**src/rtl/inst_axi_rd_bridge.sv**
```systemverilog
// Read-only bridge from the fetch SRAM-like port to an AXI3/AXI4 AR/R master.
// Optional macro INST_AXI_RD_BRIDGE_RRESP_CHK_EN adds inst_bus_err and nops faulting data.
module inst_axi_rd_bridge #(
  parameter logic [3:0] ARID_VAL        = 4'd0,
  parameter int         MAX_OUTSTANDING = 2,
  parameter int         CNT_W           = 4
) (
  input  logic        clk,
  input  logic        reset,
  input  logic        inst_sram_req,
  input  logic        inst_sram_wr,
  input  logic [1:0]  inst_sram_size,
  input  logic [31:0] inst_sram_addr,
  output logic        inst_sram_addr_ok,
  output logic        inst_sram_data_ok,
  output logic [31:0] inst_sram_rdata,
`ifdef INST_AXI_RD_BRIDGE_RRESP_CHK_EN
  output logic        inst_bus_err,
`endif
  output logic [3:0]  arid,
  output logic [31:0] araddr,
  output logic [7:0]  arlen,
  output logic [2:0]  arsize,
  output logic [1:0]  arburst,
  output logic [1:0]  arlock,
  output logic [3:0]  arcache,
  output logic [2:0]  arprot,
  output logic        arvalid,
  input  logic        arready,
  input  logic [3:0]  rid,
  input  logic [31:0] rdata,
  input  logic [1:0]  rresp,
  input  logic        rlast,
  input  logic        rvalid,
  output logic        rready
);

  localparam logic [0:0] AR_IDLE = 1'b0;
  localparam logic [0:0] AR_BUSY = 1'b1;
  localparam logic [CNT_W-1:0] MAX_CNT = CNT_W'(MAX_OUTSTANDING);

  logic [0:0]       state_r;
  logic [31:0]      araddr_r;
  logic [1:0]       arsize_r;
  logic [CNT_W-1:0] cnt_r;
  logic             accept_s;
  logic             rready_s;
  logic             r_hs_s;

  // Outputs are held quiet while reset is asserted so the reset cycle itself never handshakes.
  assign accept_s = inst_sram_req && !inst_sram_wr && (state_r == AR_IDLE)
                    && (cnt_r < MAX_CNT) && !reset;
  assign rready_s = (cnt_r != {CNT_W{1'b0}}) && !reset;
  assign r_hs_s   = rvalid && rready_s;

  // AR channel state and the address/size latched at accept time.
  always_ff @(posedge clk) begin
    if (reset) begin
      state_r  <= AR_IDLE;
      araddr_r <= 32'h0;
      arsize_r <= 2'b00;
    end else begin
      case (state_r)
        AR_IDLE: begin
          if (accept_s) begin
            state_r  <= AR_BUSY;
            araddr_r <= inst_sram_addr;
            arsize_r <= inst_sram_size;
          end
        end
        AR_BUSY: begin
          if (arready) begin
            state_r <= AR_IDLE;
          end
        end
        default: state_r <= AR_IDLE;
      endcase
    end
  end

  // Outstanding-read counter: accepted requests not yet returned on R.
  always_ff @(posedge clk) begin
    if (reset) begin
      cnt_r <= {CNT_W{1'b0}};
    end else begin
      case ({accept_s, r_hs_s})
        2'b10:   cnt_r <= cnt_r + {{(CNT_W-1){1'b0}}, 1'b1};
        2'b01:   cnt_r <= cnt_r - {{(CNT_W-1){1'b0}}, 1'b1};
        default: cnt_r <= cnt_r;
      endcase
    end
  end

  assign inst_sram_addr_ok = accept_s;
  assign inst_sram_data_ok = r_hs_s;
  assign rready            = rready_s;

  assign arid    = ARID_VAL;
  assign araddr  = araddr_r;
  assign arlen   = 8'd0;
  assign arsize  = {1'b0, arsize_r};
  assign arburst = 2'b01;
  assign arlock  = 2'b00;
  assign arcache = 4'b0000;
  assign arprot  = 3'b000;
  assign arvalid = (state_r == AR_BUSY);

`ifdef INST_AXI_RD_BRIDGE_RRESP_CHK_EN
  logic bus_err_s;
  assign bus_err_s    = r_hs_s && (rresp != 2'b00);
  assign inst_bus_err = bus_err_s;

  // Replace faulting return data with a nop so it can never execute.
  always_comb begin
    inst_sram_rdata = rdata;
    if (bus_err_s) begin
      inst_sram_rdata = 32'h0000_0000;
    end else begin
      inst_sram_rdata = rdata;
    end
  end

  logic unused_s;
  assign unused_s = ^{rid, rlast};
`else
  assign inst_sram_rdata = rdata;

  logic unused_s;
  assign unused_s = ^{rid, rlast, rresp};
`endif

endmodule
```
**config.mk**
```make
export PLATFORM = sky130hd
export DESIGN_NAME = inst_axi_rd_bridge
export DESIGN_NICKNAME = d
export VERILOG_FILES = /design/src/rtl/inst_axi_rd_bridge.sv
export SDC_FILE = /design/constraint.sdc
export NUM_CORES = 1
export LEC_CHECK = 0
export BUFFER_PORTS_ARGS = -buffer_cell sky130_fd_sc_hd__buf_2
export CORE_AREA = 2 2 83 85
export DETAILED_ROUTE_END_ITERATION = 8
export DIE_AREA = 0 0 85 87
export PLACE_DENSITY = 0.72
export SYNTH_ARGS = -nofsm -noshare
export SYNTH_HDL_FRONTEND = slang
export SYNTH_SLANG_ARGS = --single-unit
```
**constraint.sdc**
```tcl
create_clock -name clk -period 3.45 [get_ports clk]
set_clock_uncertainty 0.2 [all_clocks]
set_input_delay 0.5175 -clock clk [delete_from_list [all_inputs] [get_ports clk]]
set_output_delay 0.5175 -clock clk [all_outputs]
set_load 0.01 [all_outputs]
```
# After elaboration in Yosys (flattened, before gate mapping)
# Cells that the tools add are included.
# classes
n_addsub	2
magnitude_cmp	1
eq_ne	2
mux	4
bitwise	1
n_reduce_logical	11
# op_table
cell	count
case mux 4 bit (2 select lines)	1
logical AND 1 bit	6
adder 4 x 1 -> 4 bit, second input constant	1
< comparator 4 x 2 -> 1 bit, second input constant	1
nonzero test 4 bit	1
subtractor 4 x 1 -> 4 bit, second input constant	1
== test 2 x 1 -> 1 bit, second input constant	1
== test 2 bit, second input constant	1
logical NOT 1 bit	2
two-way mux 1 bit	2
case mux 1 bit (2 select lines)	1
AND reduction 2 bit	1
nonzero test 2 bit	1
NOT 1 bit	1
# totals
ff_bits	39
input_bits	79
out_inout_bits	94

# Logic depth before layout (Yosys ltp)
# Gate-level depths: netlist of run 1.
# logic_depth
depth_word	7
mapped_depth	10

# Worst setup path after synthesis of run 1
# No wires, ideal clock.
# synth_path
kind	input-to-reg
startpoint	input reset
endpoint	register cnt_r[3]
arrival_ns	2.563
t_required_ns	3.180
slack_ns	0.616
cell_stages	9
path_cell_list	nor4b_2 -> nand2_2 -> clkbuf_1 -> ha_1 -> ha_1 -> a21oi_1 -> a21oi_1 -> or4_1 -> a21oi_1
# synth_between
elab_chain_len	5
elab_cells_between_ends	8
classes_between	2 x eq/ne; 1 x mux; 5 x reduce/logical
# synth_rtl
item	line	source
start, declared	9	input logic reset,
logical NOT 1 bit	52, 53	
logical AND 1 bit	53	assign rready_s = (cnt_r != {CNT_W{1'b0}}) && !reset;
logical AND 1 bit	54	assign r_hs_s = rvalid && rready_s;
== test 2 x 1 -> 1 bit or == test 2 bit (tied branches)	86	case ({accept_s, r_hs_s})
case mux 4 bit (2 select lines) or nonzero test 2 bit (tied branches)	-	
end signal, assigned	87	2'b10: cnt_r <= cnt_r + {{(CNT_W-1){1'b0}}, 1'b1};
end signal, assigned	88	2'b01: cnt_r <= cnt_r - {{(CNT_W-1){1'b0}}, 1'b1};
end signal, assigned	89	default: cnt_r <= cnt_r;
end, declared	45	logic [CNT_W-1:0] cnt_r;
# Several ways; a longest one is shown, not always the timed one.
# A chain may end at the register's enable or synchronous reset.

# Worst setup path in the final report of run 1
# layout_path
startpoint	register cnt_r[1]
endpoint	register cnt_r[3]
# layout_between
elab_chain_len	5
elab_cells_between_ends	12
classes_between	2 x add/sub; 1 x order compare; 2 x eq/ne; 1 x mux; 6 x reduce/logical
# layout_rtl
item	line	source
start signal, assigned	84	cnt_r <= {CNT_W{1'b0}};
start signal, assigned	87	
start signal, assigned	88	
< comparator 4 x 2 -> 1 bit or nonzero test 4 bit (tied branches)	52, 53	
logical AND 1 bit, on equally long branches	52, 53	
logical AND 1 bit, on equally long branches	52, 54	
== test 2 x 1 -> 1 bit or == test 2 bit (tied branches)	86	
case mux 4 bit (2 select lines) or nonzero test 2 bit (tied branches)	-	
# Several ways; a longest one is shown, not always the timed one.

==> results_dict.tcl, run 1 <==
set metrics [dict create \
    critPathMostFrequentCell "a21oi_1" \
    rsz0062_at_grt "false" \
    drc_errors 0 \
    antenna_found_initial 0 \
    core-area_um2 6570 \
    root_buffer "clkbuf_8" \
    drt_iter0_drc 35 \
    cp.arrival_ps 2690 \
    vias 1516 \
    yosys_warnings 0 \
    grt_pass1_vias 1361 \
    cp_cell_sequence "nor3_1 > a21oi_1 > and2_1 > ha_1 > ha_1 > a21oi_1 > a21oi_1 > or4_1 > a21oi_1" \
    power.total_mw 1.03 \
    tns_ps 0 \
    netlist_instances 241 \
    htreeDepth 2 \
    synth_seq_cells 39 \
    ios 173 \
    drive_gt1_share_pct 31.7 \
    yosysTopAreaCell "dfxtp_1" \
    hold_start "araddr[18]$_SDFFE_PP0P_" \
    cts_resized 0 \
    syn_to_final_growth_pct 12.5 \
    reg2reg_slack_ps 790 \
    synth_top_area_share_pct 40.9 \
    cts_tree "done" \
    grt_pass1_wl_um 6270 \
    placementRows 30 \
    required_ps 3470 \
    clock_path_buffers 2 \
    place.gp.congestion 0.777 \
    leakage_nw 0.999 \
    ys_seq_area_share_pct 40.9 \
    crit_path_end_kind "flip-flop" \
    cts_setup_buffers 0 \
    cts_made_buffers 5 \
    max_cap_viol_count 0 \
    vias_per_cell 4.16 \
    portBuffers 77 \
    fin_nets 366 \
    criticalPathCategory "flip-flop to flip-flop" \
    hold_end "araddr[18]$_SDFFE_PP0P_" \
    fp.dieH_um 87 \
    insertedDiodeCount 0 \
    pwr_density_cell_nw_per_um2 482 \
    crit_fanout 4 \
    post-route-period-util_pct 77.2 \
    drtPass1Iterations 4 \
    overflow 0 \
    insertion_delay_ps 280 \
    drv_slew 0 \
    cp_slowest_cell "or4_1" \
    holdBufCountCts 0 \
    irDropWorstVdd_mv 0.159 \
    hold_depth 2 \
    die_area_um2 7400 \
    finalSetupViolations 0 \
    grt_max_degree 37 \
    die_w_um 85 \
    max_stage_delay_ps 460 \
    worstSetupStartpointType "flip-flop" \
    min_period_ps 2660 \
    max_freq_mhz 375 \
    worst_r2r_path_depth 9 \
    layout_commonest_cell "buf_2" \
    hold_ws_ps 254 \
    report.final.hold_viol_count 0 \
    final_cell_mix "77 x buf_2, 68 x nand2_1, 41 x a21oi_1" \
    clkTransAtPathRegs_ps 80 \
    ys_types 23 \
    wl_um 3880 \
    outcome "finished, final reports clean" \
    hpwl_um 2840 \
    ant_nets 0 \
    clock-sinks 39 \
    hold_class "flip-flop to flip-flop" \
    r2r_end "cnt_r[3]$_SDFFE_PP0P_" \
    netlist_area_um2 1910 \
    grt_usage_pct 10.7 \
    r2r-start "cnt_r[1]$_SDFFE_PP0P_" \
    wl_per_cell_um 10.7 \
    yosys-top-cells-area "dfxtp_1 41%, buf_4 22%, nand2_1 13%" \
    start_util_pct 29.0 \
    avgSynthCellArea_um2 7.92 \
]
-- flip-flops by register name, summed over array words and instances, names as in the netlist --
name and flops:
cnt_r 4, araddr 32, arvalid 1, arsize_r 2
-- area by class of cell --
cell class              count  area [µm²]
clock inverters             2        60.1
fillers                   722        4420
clock buffers               6        72.6
repair buffers             80         408
flip-flops and latches     39         781
well taps                  80         100
multi-input cells         153         709
inverters                   4        16.3
-- logic make-up after synthesis --
group,share of synthesized area (%)
XOR/XNOR,0.918
buffers and inverters,26.2
AND/OR/NAND/NOR,17.4
other,0.394
AO/OA/AOI/OAI,11.1
adder cells (fa/ha/maj),3.02
flip-flops,40.9
-- cells in the mapped netlist, drive strengths merged --
master  count
a21oi      41
and2        1
and3        1
buf        60
clkbuf      7
clkinv      1
conb        2
dfxtp      39
fa          1
ha          3
inv         3
nand2      69
nand2b      1
nand3       1
nor2        5
nor3        1
nor4b       1
o31ai       1
or4         1
xor2        2
-- metal layers --
metal | routed length (µm) | GRT usage, %
met3 | 331 | 3.89
met4 | 75 | 4.62
met5 | 0 | 0
met2 | 1880 | 17.8
met1 | 1600 | 12.5
-- worst max-delay path by stage --
stage / start / end / slack (ps) / cells after the start
floorplan: reset / cnt_r[3]$_SDFFE_PP0P_ / 620 / 9
global placement: reset / cnt_r[3]$_SDFFE_PP0P_ / 610 / 9
detailed placement: reset / cnt_r[3]$_SDFFE_PP0P_ / 590 / 9
CTS: reset / inst_sram_addr_ok / 740 / 6
global route: cnt_r[1]$_SDFFE_PP0P_ / cnt_r[3]$_SDFFE_PP0P_ / 580 / 9
finish: cnt_r[1]$_SDFFE_PP0P_ / cnt_r[3]$_SDFFE_PP0P_ / 790 / 9
-- power by group --
part           total [mW]  switching, mW  internal [mW]
registers           0.475        0.00878          0.467
logic               0.115         0.0695         0.0451
clock network       0.444          0.155          0.289
-- worst max-delay path, delay by kind of cell, from the launching register on --
kind | cells | cell delay (ps)
DFF | 1 | 350
AOI/OAI and AO/OA | 4 | 560
and+or+nand+nor | 3 | 960
adders and majority gates | 2 | 550
-- per-stage QoR --
step | instances | worst slack (ps) | utilization [%] | instance area, µm²
2_1_floorplan | 263 | 616 | - | 1990
5_1_grt | 364 | 581 | 32.7 | 2150
6_report | 364 | 786 | 32.7 | 2150
3_5_place_dp | 356 | 587 | 30.7 | 2010
4_1_cts | 364 | 745 | 32.7 | 2150
3_3_place_gp | 356 | 608 | 30.7 | 2010
Note: power is estimated with default switching activity, not from simulation.
==> inputs of run 2 (changes only) <==
--- a/config.mk
+++ b/config.mk
@@ -5,11 +5,12 @@
 export SDC_FILE = /design/constraint.sdc
 export NUM_CORES = 1
 export LEC_CHECK = 0
+export ABC_AREA = 1
 export BUFFER_PORTS_ARGS = -buffer_cell sky130_fd_sc_hd__buf_2
-export CORE_AREA = 2 2 83 85
+export CORE_AREA = 2 2 85 87
 export DETAILED_ROUTE_END_ITERATION = 8
-export DIE_AREA = 0 0 85 87
-export PLACE_DENSITY = 0.72
+export DIE_AREA = 0 0 87 89
+export PLACE_DENSITY = 0.7
 export SYNTH_ARGS = -nofsm -noshare
 export SYNTH_HDL_FRONTEND = slang
 export SYNTH_SLANG_ARGS = --single-unit
==> constraint.sdc (replaced) <==
create_clock -name clk -period 2.6 [get_ports clk]
set_clock_uncertainty 0.2 [all_clocks]
set_input_delay 0.39 -clock clk [delete_from_list [all_inputs] [get_ports clk]]
set_output_delay 0.39 -clock clk [all_outputs]
set_load 0.01 [all_outputs]
==> results_dict.tcl, run 2 <==
set metrics [dict create \
    drt_iter0_drc 46 \
    synth_top_area_share_pct 39.4 \
    finalSetupViolations 0 \
    die_w_um 87 \
    largest_register_ffs 32 \
    hold_class "primary input to flip-flop" \
    yosysTopAreaCell "dfxtp_1" \
    met3_length_um 375 \
    grt_max_degree 37 \
    outcome "finished, final reports clean" \
    power.total_mw 1.39 \
    power.switching_mw 0.420 \
    wl_um 4040 \
    top_layer "met4" \
    wl_met2_um 1930 \
    fin_nets 379 \
    synth_ff_type "dfxtp_1" \
    wl_met1_um 1690 \
    layout_commonest_cell "buf_2" \
    clkTransAtPathRegs_ps 80 \
    core-area_um2 6720 \
    drc_errors 0 \
    cts_tree "done" \
    p_seq_share_pct 49.3 \
    crit_fanout 36 \
    avgSynthCellArea_um2 7.83 \
    overflow 0 \
    criticalPathCategory "flip-flop to primary output" \
    vias_per_cell 4.24 \
    pwr-share-clk_pct 28.3 \
    path_buf_inv 3 \
    wl_per_cell_um 10.7 \
    cts_resized 0 \
    required_ps 2010 \
    clock-sinks 39 \
    fp.dieH_um 89 \
    synthTopCellsByCount "66 x nor2_1, 56 x buf_4, 39 x dfxtp_1" \
    synth_seq_cells 39 \
    cp_slowest_cell "dfxtp_1" \
    post-route-period-util_pct 88.0 \
    irDropWorstVdd_mv 0.211 \
    crit_path_end_kind "primary output" \
    tns_ps 0 \
    max_cap_viol_count 0 \
    max_freq_mhz 437 \
    swShare_pct 30.3 \
    ant_nets 0 \
    cp_cell_sequence "nor3_4 > nand2_2 > buf_4 > inv_6 > buf_2" \
    min_period_ps 2290 \
    drtPass1Iterations 4 \
    netlist_area_um2 1980 \
    final_cell_mix "77 x buf_2, 66 x nor2_1, 39 x dfxtp_1" \
    place.gp.congestion 0.775 \
    cts_setup_buffers 0 \
    report.final.hold_viol_count 0 \
    ys_async_sr_fraction_pct 0 \
    rsz0062_at_grt "false" \
    max_stage_delay_ps 360 \
    die_area_um2 7740 \
    drive_gt1_share_pct 33.0 \
    insertedDiodeCount 0 \
    start_util_pct 29.5 \
    ys_types 24 \
    insertion_delay_ps 290 \
    cp.arrival_ps 1700 \
    antenna_found_initial 0 \
    grt_pass1_wl_um 6230 \
    hold_ws_ps 139 \
    vias 1599 \
    power_frac_comb_pct 22.4 \
    netlist_instances 253 \
    holdBufCountCts 0 \
    ys_seq_area_share_pct 39.4 \
    root_buffer "clkbuf_8" \
    leakage_nw 1.08 \
    portBuffers 77 \
    pwr_density_cell_nw_per_um2 643 \
    grt_usage_pct 10.2 \
    ios 173 \
    hpwl_um 2900 \
    path_delay_family "buffers and inverters" \
    cts_made_buffers 5 \
    yosys-top-cells-area "dfxtp_1 39%, buf_4 21%, nor2_1 13%" \
    p_int_mw 0.967 \
    htreeDepth 2 \
    synth_edf_count 0 \
    placementRows 30 \
    worstSetupStartpointType "flip-flop" \
    yosys_warnings 0 \
    grt_pass1_vias 1435 \
    syn_to_final_growth_pct 8.84 \
    drv_slew 0 \
    clock_path_buffers 2 \
    yosysMostFrequentCell "nor2_1" \
]
-- run 2: changes by cell type after synthesis, sizes merged, moves of 7 or more --
cell / previous run / this run
nor2: 5 / 74
o21ai: 0 / 37
inv: 3 / 10
nand2: 69 / 12
a21oi: 41 / 4
-- run 2: metal layers --
metal	up-vias	GRT usage, %
met3	6	3.42
li1	791	-
met5	-	0
met4	0	3.55
met1	720	10.7
met2	82	19.1
-- run 2: path summary, 6_finish.rpt --
path | endpoint | slack [ps] | cells after the start | from
max | inst_sram_addr_ok | 310 | 5 | cnt_r[3]$_SDFFE_PP0P_
min | cnt_r[3]$_SDFFE_PP0P_ | 140 | 2 | reset
max reg2reg | cnt_r[3]$_SDFFE_PP0P_ | 310 | 11 | cnt_r[3]$_SDFFE_PP0P_
min reg2reg | araddr[7]$_SDFFE_PP0P_ | 280 | 2 | araddr[7]$_SDFFE_PP0P_
-- run 2: cell type report --
type / count / area [µm²]
Timing Repair Buffer: 79 / 400
Sequential cell: 39 / 781
Fill cell: 746 / 4560
Multi-Input combinational cell: 161 / 751
Inverter: 10 / 42.5
Clock inverter: 1 / 5.00
Clock buffer: 7 / 76.3
Tap cell: 80 / 100
-- run 2: through the flow --
stage	std cells	setup slack [ps]	instance area (µm²)	util, %
2_1_floorplan	275	361	2060	-
5_1_grt	377	154	2160	32.1
6_report	377	313	2160	32.1
4_1_cts	377	263	2160	32.1
3_3_place_gp	369	375	2070	30.9
3_5_place_dp	369	321	2070	30.9
-- run 2: cell families after synthesis --
kind of cell / synth area share [%]
simple gates: 19.6
buf+inv: 26.8
compound gates: 10.4
flops: 39.4
fa+ha+maj: 2.91
other cells: 0.379
xor+xnor: 0.442
-- run 2: power groups by stage --
stage | Sequential (mW) | Clock (mW) | Combinational, mW
global route | 0.690 | 0.447 | 0.358
floorplan | 0.717 | 0 | 0.267
finish | 0.683 | 0.393 | 0.311
global placement | 0.695 | 0 | 0.306
CTS | 0.684 | 0.426 | 0.316
detailed placement | 0.697 | 0 | 0.315
==> inputs of run 3 (changes only) <==
--- a/config.mk
+++ b/config.mk
@@ -7,10 +7,10 @@
 export LEC_CHECK = 0
 export ABC_AREA = 1
 export BUFFER_PORTS_ARGS = -buffer_cell sky130_fd_sc_hd__buf_2
-export CORE_AREA = 2 2 85 87
+export CORE_AREA = 2 2 93 95
 export DETAILED_ROUTE_END_ITERATION = 8
-export DIE_AREA = 0 0 87 89
-export PLACE_DENSITY = 0.7
+export DIE_AREA = 0 0 95 97
+export PLACE_DENSITY = 0.61
 export SYNTH_ARGS = -nofsm -noshare
 export SYNTH_HDL_FRONTEND = slang
 export SYNTH_SLANG_ARGS = --single-unit
==> results_dict.tcl, run 3 (synthesis gave the netlist of run 2 again) <==
set metrics [dict create \
    fin_nets 380 \
    criticalPathCategory "flip-flop to flip-flop" \
    cts_resized 0 \
    max_freq_mhz 442 \
    core-area_um2 8130 \
    finalSetupViolations 0 \
    post-place-cells 395 \
    instances_no_fill 403 \
    overflow 0 \
    insertion_delay_ps 280 \
    crit_path_end_kind "flip-flop" \
    cts_tree "done" \
    largest_register_ffs 32 \
    leakage_nw 1.11 \
    crit_fanout 4 \
    clock-sinks 39 \
    hpwl_um 2940 \
    hold_depth 2 \
    holdBufCountCts 0 \
    fp.dieH_um 97 \
    portBuffers 77 \
    drt_iter0_drc 20 \
    required_ps 2620 \
    irDropWorstVdd_mv 0.272 \
    worstSetupStartpointType "flip-flop" \
    post-route-period-util_pct 87.0 \
    antenna_found_initial 0 \
    drv_slew 0 \
    min_period_ps 2260 \
    r2r_end "cnt_r[3]$_SDFFE_PP0P_" \
    place.gp.congestion 0.769 \
    grt_pass1_wl_um 6480 \
    layout_commonest_cell "buf_2" \
    start_util_pct 24.4 \
    outcome "finished, final reports clean" \
    cts_made_buffers 5 \
    hold_start "reset" \
    placementRows 33 \
    insertedDiodeCount 0 \
    final_cell_mix "77 x buf_2, 66 x nor2_1, 39 x dfxtp_1" \
    ant_nets 0 \
    reg2reg_slack_ps 340 \
    pwr_density_cell_nw_per_um2 708 \
    hold_end "cnt_r[3]$_SDFFE_PP0P_" \
    hold_class "primary input to flip-flop" \
    wl_um 4130 \
    report.final.hold_viol_count 0 \
    die_area_um2 9220 \
    ios 173 \
    cts_setup_buffers 0 \
    rsz0062_at_grt "false" \
    wl_per_cell_um 10.2 \
    setup_slack_ps 338 \
    clkTransAtPathRegs_ps 80 \
    dp_slack_ps 352 \
    worst_r2r_path_depth 11 \
    tns_ps 0 \
    drtPass1Iterations 4 \
    max_cap_viol_count 0 \
    die_w_um 95 \
    vias 1572 \
    cp.arrival_ps 2280 \
    root_buffer "clkbuf_8" \
    clock_path_buffers 2 \
    grt_usage_pct 8.93 \
    drc_errors 0 \
    critPathLaunch "cnt_r[3]$_SDFFE_PP0P_" \
    vias_per_cell 3.90 \
    syn_to_final_growth_pct 13.4 \
    grt_pass1_vias 1413 \
    grt_max_degree 36 \
    htreeDepth 2 \
    r2r-start "cnt_r[3]$_SDFFE_PP0P_" \
    drive_gt1_share_pct 33.6 \
]
[run 3: routing by layer]
metal | routed length [µm] | part of all wire (%) | track usage, %
met1 | 1760 | 43 | 9.48
met4 | 21 | 0.51 | 3.01
met2 | 1900 | 46 | 15.9
met3 | 445 | 11 | 3.35
met5 | 0 | 0 | 0
[run 3: worst max-delay path, stage by stage (launching register included)]
cell and delay [ps]:
dfxtp_1 360, nor3_4 220, a21oi_1 100, and2_1 160, ha_1 230, ha_1 310
or2_2 290, nand2_1 70, nand2_1 40, nand2_1 50, nand2_1 50, a21oi_1 110
[run 3: area by class of cell]
| class | count | area (µm²) |
|---|---|---|
| well taps | 105 | 131 |
| clock inverters | 2 | 60.1 |
| fillers | 923 | 5890 |
| clock buffers | 6 | 72.6 |
| flip-flops and latches | 39 | 781 |
| multi-input cells | 161 | 751 |
| repair buffers | 80 | 408 |
| inverters | 10 | 42.5 |
[run 3: worst max-delay path by stage]
| stage | cells past startpoint | endpoint | slack [ps] |
|---|---|---|---|
| 2_1_floorplan | 11 | cnt_r[3]$_SDFFE_PP0P_ | 360 |
| 3_3_place_gp | 11 | cnt_r[3]$_SDFFE_PP0P_ | 370 |
| 3_5_place_dp | 11 | cnt_r[3]$_SDFFE_PP0P_ | 350 |
| 4_1_cts | 11 | cnt_r[3]$_SDFFE_PP0P_ | 330 |
| 5_1_grt | 11 | cnt_r[3]$_SDFFE_PP0P_ | 120 |
| 6_report | 11 | cnt_r[3]$_SDFFE_PP0P_ | 340 |
[run 3: metrics by stage]
step | utilization, % | power [mW] | hold WS, ps | instance area, µm²
floorplan | - | 0.984 | 259 | 2060
global route | 27.6 | 1.71 | 141 | 2250
global placement | 26.0 | 1.01 | 258 | 2110
detailed placement | 26.0 | 1.02 | 267 | 2110
finish | 27.6 | 1.59 | 146 | 2250
CTS | 27.6 | 1.63 | 136 | 2250
[run 3: power by group]
part | internal, mW | switching (mW) | total, mW
combinational | 0.130 | 0.182 | 0.312
clock | 0.384 | 0.211 | 0.595
sequential | 0.651 | 0.0329 | 0.684
